<file path="src/rtl/sseg_pkg.sv">
// Shared definitions for the seven-segment digit buffer: digit-word layout,
// blank word, FSM state encoding and digit count.
package sseg_pkg;

    localparam int unsigned NUM_DIGITS = 8;
    localparam int unsigned HEX_W      = 4;

    localparam int unsigned EN_BIT  = 5;
    localparam int unsigned HEX_MSB = 4;
    localparam int unsigned HEX_LSB = 1;
    localparam int unsigned DP_BIT  = 0;

    localparam logic [5:0] BLANK      = 6'b000000;
    localparam logic [3:0] FULL_COUNT = 4'(NUM_DIGITS);

    typedef enum logic [0:0] {
        StIdle,
        StClearing
    } state_e;

    function automatic logic [5:0] make_word(input logic [HEX_W-1:0] hex, input logic dp);
        logic [5:0] w;
        w                  = BLANK;
        w[EN_BIT]          = 1'b1;
        w[HEX_MSB:HEX_LSB] = hex;
        w[DP_BIT]          = dp;
        return w;
    endfunction

endpackage

</file>
<file path="src/rtl/sseg_digit_buffer_if.sv">
// Character input channel of the digit buffer: valid/ready push plus
// single-cycle clear and backspace requests.
interface sseg_digit_buffer_if;
    import sseg_pkg::*;

    logic             in_valid;
    logic             in_ready;
    logic [HEX_W-1:0] in_hex;
    logic             in_dp;
    logic             clear;
    logic             backspace;

    modport master (
        output in_valid, in_hex, in_dp, clear, backspace,
        input  in_ready
    );

    modport slave (
        input  in_valid, in_hex, in_dp, clear, backspace,
        output in_ready
    );

endinterface

</file>
<file path="src/rtl/timer_parameter.sv">
// Free-running modulo counter; done pulses for one cycle when the count
// reaches FINAL_VALUE, restart forces the count back to zero.
module timer_parameter #(
    parameter int unsigned FINAL_VALUE = 255
) (
    input  logic clk,
    input  logic reset,
    input  logic enable,
    input  logic restart,
    output logic done
);

    localparam int unsigned W = (FINAL_VALUE > 0) ? $clog2(FINAL_VALUE + 1) : 1;

    logic [W-1:0] cnt_q, cnt_d;

    assign done = enable && (cnt_q == W'(FINAL_VALUE));

    always_comb begin
        cnt_d = cnt_q;
        if (restart) begin
            cnt_d = '0;
        end else if (enable) begin
            cnt_d = done ? '0 : cnt_q + 1'b1;
        end
    end

    always_ff @(posedge clk or posedge reset) begin
        if (reset) begin
            cnt_q <= '0;
        end else begin
            cnt_q <= cnt_d;
        end
    end

endmodule

</file>
<file path="src/rtl/sseg_digit_buffer.sv">
// Eight-digit shift buffer for a seven-segment driver with push, backspace and
// sequential clear. Optional I0 blinking is enabled with `define SSEG_BLINK_EN.
module sseg_digit_buffer
    import sseg_pkg::*;
#(
    parameter int unsigned BLINK_PERIOD = 25000000
) (
    input  logic                 clk,
    input  logic                 reset,
    sseg_digit_buffer_if.slave   in_if,
    output logic [5:0]           I0,
    output logic [5:0]           I1,
    output logic [5:0]           I2,
    output logic [5:0]           I3,
    output logic [5:0]           I4,
    output logic [5:0]           I5,
    output logic [5:0]           I6,
    output logic [5:0]           I7,
    output logic [3:0]           count
);

    state_e     state_q, state_d;
    logic [5:0] digits_q [NUM_DIGITS];
    logic [5:0] digits_d [NUM_DIGITS];
    logic [3:0] count_q, count_d;
    logic [2:0] clr_idx_q, clr_idx_d;
    logic       push;

    assign in_if.in_ready = (state_q == StIdle);

    always_comb begin
        state_d   = state_q;
        digits_d  = digits_q;
        count_d   = count_q;
        clr_idx_d = clr_idx_q;
        push      = 1'b0;
        unique case (state_q)
            StIdle: begin
                if (in_if.clear) begin
                    state_d   = StClearing;
                    clr_idx_d = 3'(NUM_DIGITS - 1);
                end else if (in_if.backspace) begin
                    if (count_q != 4'd0) begin
                        for (int i = 0; i < NUM_DIGITS - 1; i++) begin
                            digits_d[i] = digits_q[i+1];
                        end
                        digits_d[NUM_DIGITS-1] = BLANK;
                        count_d = count_q - 4'd1;
                    end
                end else if (in_if.in_valid) begin
                    push = 1'b1;
                    for (int i = NUM_DIGITS - 1; i > 0; i--) begin
                        digits_d[i] = digits_q[i-1];
                    end
                    digits_d[0] = make_word(in_if.in_hex, in_if.in_dp);
                    if (count_q != FULL_COUNT) begin
                        count_d = count_q + 4'd1;
                    end
                end
            end
            StClearing: begin
                // Blank from the oldest slot down; count drops only once all are blank.
                digits_d[clr_idx_q] = BLANK;
                if (clr_idx_q == 3'd0) begin
                    state_d = StIdle;
                    count_d = 4'd0;
                end else begin
                    clr_idx_d = clr_idx_q - 3'd1;
                end
            end
            default: state_d = StIdle;
        endcase
    end

    always_ff @(posedge clk or posedge reset) begin
        if (reset) begin
            state_q   <= StIdle;
            count_q   <= 4'd0;
            clr_idx_q <= 3'd0;
            for (int i = 0; i < NUM_DIGITS; i++) begin
                digits_q[i] <= BLANK;
            end
        end else begin
            state_q   <= state_d;
            count_q   <= count_d;
            clr_idx_q <= clr_idx_d;
            digits_q  <= digits_d;
        end
    end

    assign count = count_q;
    assign I1    = digits_q[1];
    assign I2    = digits_q[2];
    assign I3    = digits_q[3];
    assign I4    = digits_q[4];
    assign I5    = digits_q[5];
    assign I6    = digits_q[6];
    assign I7    = digits_q[7];

`ifdef SSEG_BLINK_EN
    logic blink_tick;
    logic phase_q, phase_d;

    timer_parameter #(
        .FINAL_VALUE(BLINK_PERIOD - 1)
    ) u_blink_timer (
        .clk    (clk),
        .reset  (reset),
        .enable (1'b1),
        .restart(push),
        .done   (blink_tick)
    );

    always_comb begin
        phase_d = phase_q;
        if (push) begin
            phase_d = 1'b1;
        end else if (blink_tick) begin
            phase_d = ~phase_q;
        end
    end

    always_ff @(posedge clk or posedge reset) begin
        if (reset) begin
            phase_q <= 1'b1;
        end else begin
            phase_q <= phase_d;
        end
    end

    assign I0 = {digits_q[0][EN_BIT] & phase_q, digits_q[0][EN_BIT-1:0]};
`else
    logic unused_blink;
    assign unused_blink = |BLINK_PERIOD | push;
    assign I0 = digits_q[0];
`endif

endmodule
</file>
<file path="src/flat_wrapper.sv">
// flat-port wrapper written by rule: the top's interface ports become plain ports
module sseg_digit_buffer_flat import sseg_pkg::*;
#(
    parameter int unsigned BLINK_PERIOD = 25000000
)
  (clk, reset, I0, I1, I2, I3, I4, I5, I6, I7, count, in_if_in_valid, in_if_in_hex, in_if_in_dp, in_if_clear, in_if_backspace, in_if_in_ready);
  sseg_digit_buffer_if in_if_i ();
  input  logic clk;
  input  logic reset;
  output logic [5:0] I0;
  output logic [5:0] I1;
  output logic [5:0] I2;
  output logic [5:0] I3;
  output logic [5:0] I4;
  output logic [5:0] I5;
  output logic [5:0] I6;
  output logic [5:0] I7;
  output logic [3:0] count;
  input wire logic [$bits(in_if_i.in_valid)-1:0] in_if_in_valid;
  input wire logic [$bits(in_if_i.in_hex)-1:0] in_if_in_hex;
  input wire logic [$bits(in_if_i.in_dp)-1:0] in_if_in_dp;
  input wire logic [$bits(in_if_i.clear)-1:0] in_if_clear;
  input wire logic [$bits(in_if_i.backspace)-1:0] in_if_backspace;
  output wire logic [$bits(in_if_i.in_ready)-1:0] in_if_in_ready;
  assign in_if_i.in_valid = in_if_in_valid;
  assign in_if_i.in_hex = in_if_in_hex;
  assign in_if_i.in_dp = in_if_in_dp;
  assign in_if_i.clear = in_if_clear;
  assign in_if_i.backspace = in_if_backspace;
  assign in_if_in_ready = in_if_i.in_ready;
  sseg_digit_buffer #(.BLINK_PERIOD(BLINK_PERIOD)) u_core (.clk(clk), .reset(reset), .in_if(in_if_i), .I0(I0), .I1(I1), .I2(I2), .I3(I3), .I4(I4), .I5(I5), .I6(I6), .I7(I7), .count(count));
endmodule
</file>
<file path="config.mk">
export PLATFORM = sky130hd
export DESIGN_NAME = sseg_digit_buffer_flat
export DESIGN_NICKNAME = d
export VERILOG_FILES = /design/src/rtl/sseg_pkg.sv /design/src/rtl/sseg_digit_buffer_if.sv /design/src/rtl/timer_parameter.sv /design/src/rtl/sseg_digit_buffer.sv /design/src/flat_wrapper.sv
export SDC_FILE = /design/constraint.sdc
export NUM_CORES = 1
export LEC_CHECK = 0
export CORE_MARGIN = 2
export CORE_UTILIZATION = 51
export DETAILED_ROUTE_END_ITERATION = 8
export GPL_ROUTABILITY_DRIVEN = 0
export HOLD_SLACK_MARGIN = 0.1
export PLACE_DENSITY = 0.83
export SYNTH_ARGS = -nofsm -noshare
export SYNTH_HDL_FRONTEND = slang
export SYNTH_HIERARCHICAL = 1
export SYNTH_SLANG_ARGS = --single-unit
</file>
<file path="constraint.sdc">
create_clock -name clk -period 2.1 [get_ports clk]
set_input_delay 0.315 -clock clk [delete_from_list [all_inputs] [get_ports clk]]
set_output_delay 0.315 -clock clk [all_outputs]
set_load 0.05 [all_outputs]
</file>
==> flow_summary.ini <==
[outcome]
status = completed

[layout]
drive_above_1_share = 0.104
antenna_cells = 0
syn_to_final_growth_pct = 26.4
fillers = 452
layout.nets = 360

[clock_tree]
cts_hold_buf = 0
clock-sinks = 56
cts-resized-gates = 0
cts-root-buf = clkbuf_8
cts_made_buffers = 5
cts_setup_buffers = 0
cts_tree = done
h-tree-depth = 2
clk_pin_slew_ns = 0.11
clk_path_buf_depth = 2
insertion_delay_ns = 0.32

[routing]
finalWirelength_um = 7450
dr_total_vias = 2603
wire_per_inst_um = 17.7
ant_nets = 0
avgViaCountPerCell = 6.18
drtIter0Drc = 138
remaining_drc_errors = 0
first_pass_iters = 4

[logic_synthesis]
async_reset_ff_frac = 1.00
synthAdderAreaFrac = 0.0228
synth_cell_types = 45
synth_edf_count = 0
synth_compound_area_frac = 0.207
synth_top_family_by_area = compound AO/OA/AOI/OAI gates
synth.most_common_cell = dfrtp_1
ys_top_cells_by_area = dfrtp_1 (46%), mux2i_1 (14%), o311ai_0 (6.3%)
synth_common_cells = dfrtp_1 (56), mux2i_1 (44), nand2_1 (29), nand3_1 (22), o311ai_0 (22)
yosys.area_share.simple = 0.110
muxShareOfSynthArea = 0.143
synth-main-ff-cell = dfrtp_1
synth_area_um2 = 3080
avgSynthCellArea_um2 = 10.9
ys_ff_latch = 56
synth_top_cell_by_area = dfrtp_1
synth_top_area_frac = 0.456
ys_seq_area_frac = 0.456
synthXorXnorAreaFrac = 0.0114
syn_nets = 298
ys_warn_count = 6
syn-instance-count = 283

[sta]
slew_violations = 0
setup-violations-final = 0
period_needed_ns = 1.97
finalHoldViolCount = 0
fin_crit_sh = 0.940
relSlewSlack = 0.601
finalClockSkew_ns = 0.00983
timing_worst_slew_pin_value_ns = 0.596
rsz0062_at_grt = no
fin_tns_setup_ns = 0
fmax_mhz = 507

[global_routing]
grt_max_degree = 57
grt_pass1_wl_um = 11900
grt_usage = 0.233
grt_pass1_vias = 2388
grt.overflow.total = 0
antenna_found_initial = 0

[pwr]
finalPower_w = 0.00449
p_comb_frac = 0.526
sw_frac_of_total = 0.475
p_clk_frac = 0.141
ir_drop_mv = 0.852
power.leakage_nw = 1.61
power_density_nw_per_um2 = 1160
p_int_w = 0.00236
seqPwrFrac = 0.333
p_sw_w = 0.00214

[critical_path]
crit_slowest_cell = clkdlybuf4s50_1
crit_family = buffers and inverters
cp_num_buf_inv = 1
path_max_fanout = 7
crit_arrival_ns = 1.66
cp_cell_sequence = clkdlybuf4s50_1
critPathKind = register to output port
worstPathRequired_ns = 1.78
critical-path-max-stage-delay_ns = 0.87
start_kind = register
cp-end-kind = output port

[die]
core_area_um2 = 5890
die_h_um = 81.7
io_pins = 63
rows = 28
dieArea_um2 = 6670
dieWidth_um = 81.7
initial_core_util = 0.523

[hold_path]
hp-class = primary input to async pin

[run]
maxCapViolations = 0

[placement]
io_buffer_count = 62
dp_hpwl_um = 5140
==> routing by layer <==
metal,track usage,vias up,part of all wire
li1,-,1208,-
met1,0.331,1298,0.45
met2,0.367,87,0.49
met3,0.0242,10,0.046
met4,0.0950,0,0.016
met5,0,-,0
==> power groups by stage <==
stage               clock network (W)  registers (W)  logic [W]
floorplan                           0        0.00192    0.00122
global placement                    0        0.00150    0.00229
detailed placement                  0        0.00152    0.00234
CTS                          0.000647        0.00150    0.00236
global route                 0.000694        0.00153    0.00253
finish                       0.000635        0.00149    0.00236
==> registers in the layout (all words and copies together) (netlist names), 3 cells and up <==
name	cells
u_core/clr_idx_q	3
u_core/I7	6
u_core/I1	6
u_core/I0	6
u_core/I5	6
u_core/count	4
u_core/I4	6
u_core/I3	6
u_core/I2	6
u_core/I6	6
==> kinds of logic after synthesis <==
kind of cell / count (synthesis)
AND/OR/NAND/NOR: 70
adder cells (fa/ha/maj): 5
flip-flops: 56
XOR/XNOR: 4
multiplexers: 44
AO/OA/AOI/OAI: 76
buffers and inverters: 28
==> layout by cell type (no fill, tap or decap), types with 2 or more instances in the layout <==
cell and n:
o2bb2ai_1 16, nor3b_1 2, clkdlybuf4s50_1 60, nor2_1 3, o21ai_0 3, buf_4 10, a21o_1 2, nor3_1 3
a21oi_1 6, o21ai_2 3, ha_1 4, nand2_1 29, o22ai_1 4, clkinvlp_4 2, buf_12 3, clkbuf_8 6
o311ai_0 22, a22o_1 6, a31oi_1 4, mux2i_1 44, o22a_1 2, dfrtp_1 56, nand3_1 22, o31ai_1 2
xnor2_1 3, inv_1 7
==> per-stage QoR <==
step	instances	utilization	hold slack, ns	worst slack (ns)	area [um2]
after detailed placement	413	0.644	0.503	0.127	3790
after global routing	421	0.661	0.393	0.0292	3890
after CTS	421	0.661	0.379	0.127	3890
after global placement	413	0.644	0.495	0.206	3790
final	421	0.661	0.362	0.126	3890
after floorplan	283	-	0.469	0.216	3080
==> layout make-up <==
cell class	instances	area [um2]	area share
Clock inverter	2	15.0	0.00386
Clock buffer	6	82.6	0.0212
Tap cell	75	93.8	0.0241
Sequential cell	56	1400	0.360
Timing Repair Buffer	74	741	0.191
Inverter	9	33.8	0.00869
Multi-Input combinational cell	199	1520	0.391
==> final timing paths <==
check | cells after the start | slack, ns | to | from
setup / recovery | 1 | 0.13 | count[3] | u_core/count[3]
hold / removal | 3 | 0.36 | u_core/I6[3] | reset
setup reg to reg | 6 | 0.19 | u_core/count[3] | u_core/clr_idx_q[0]
hold reg to reg | 1 | 0.52 | u_core/I0[3] | u_core/I0[3]
max in group asynchronous | 3 | 1.48 | u_core/state_q | reset
min in group clk | 1 | 0.52 | u_core/I0[3] | u_core/I0[3]
(Power assumes the default switching activity.)
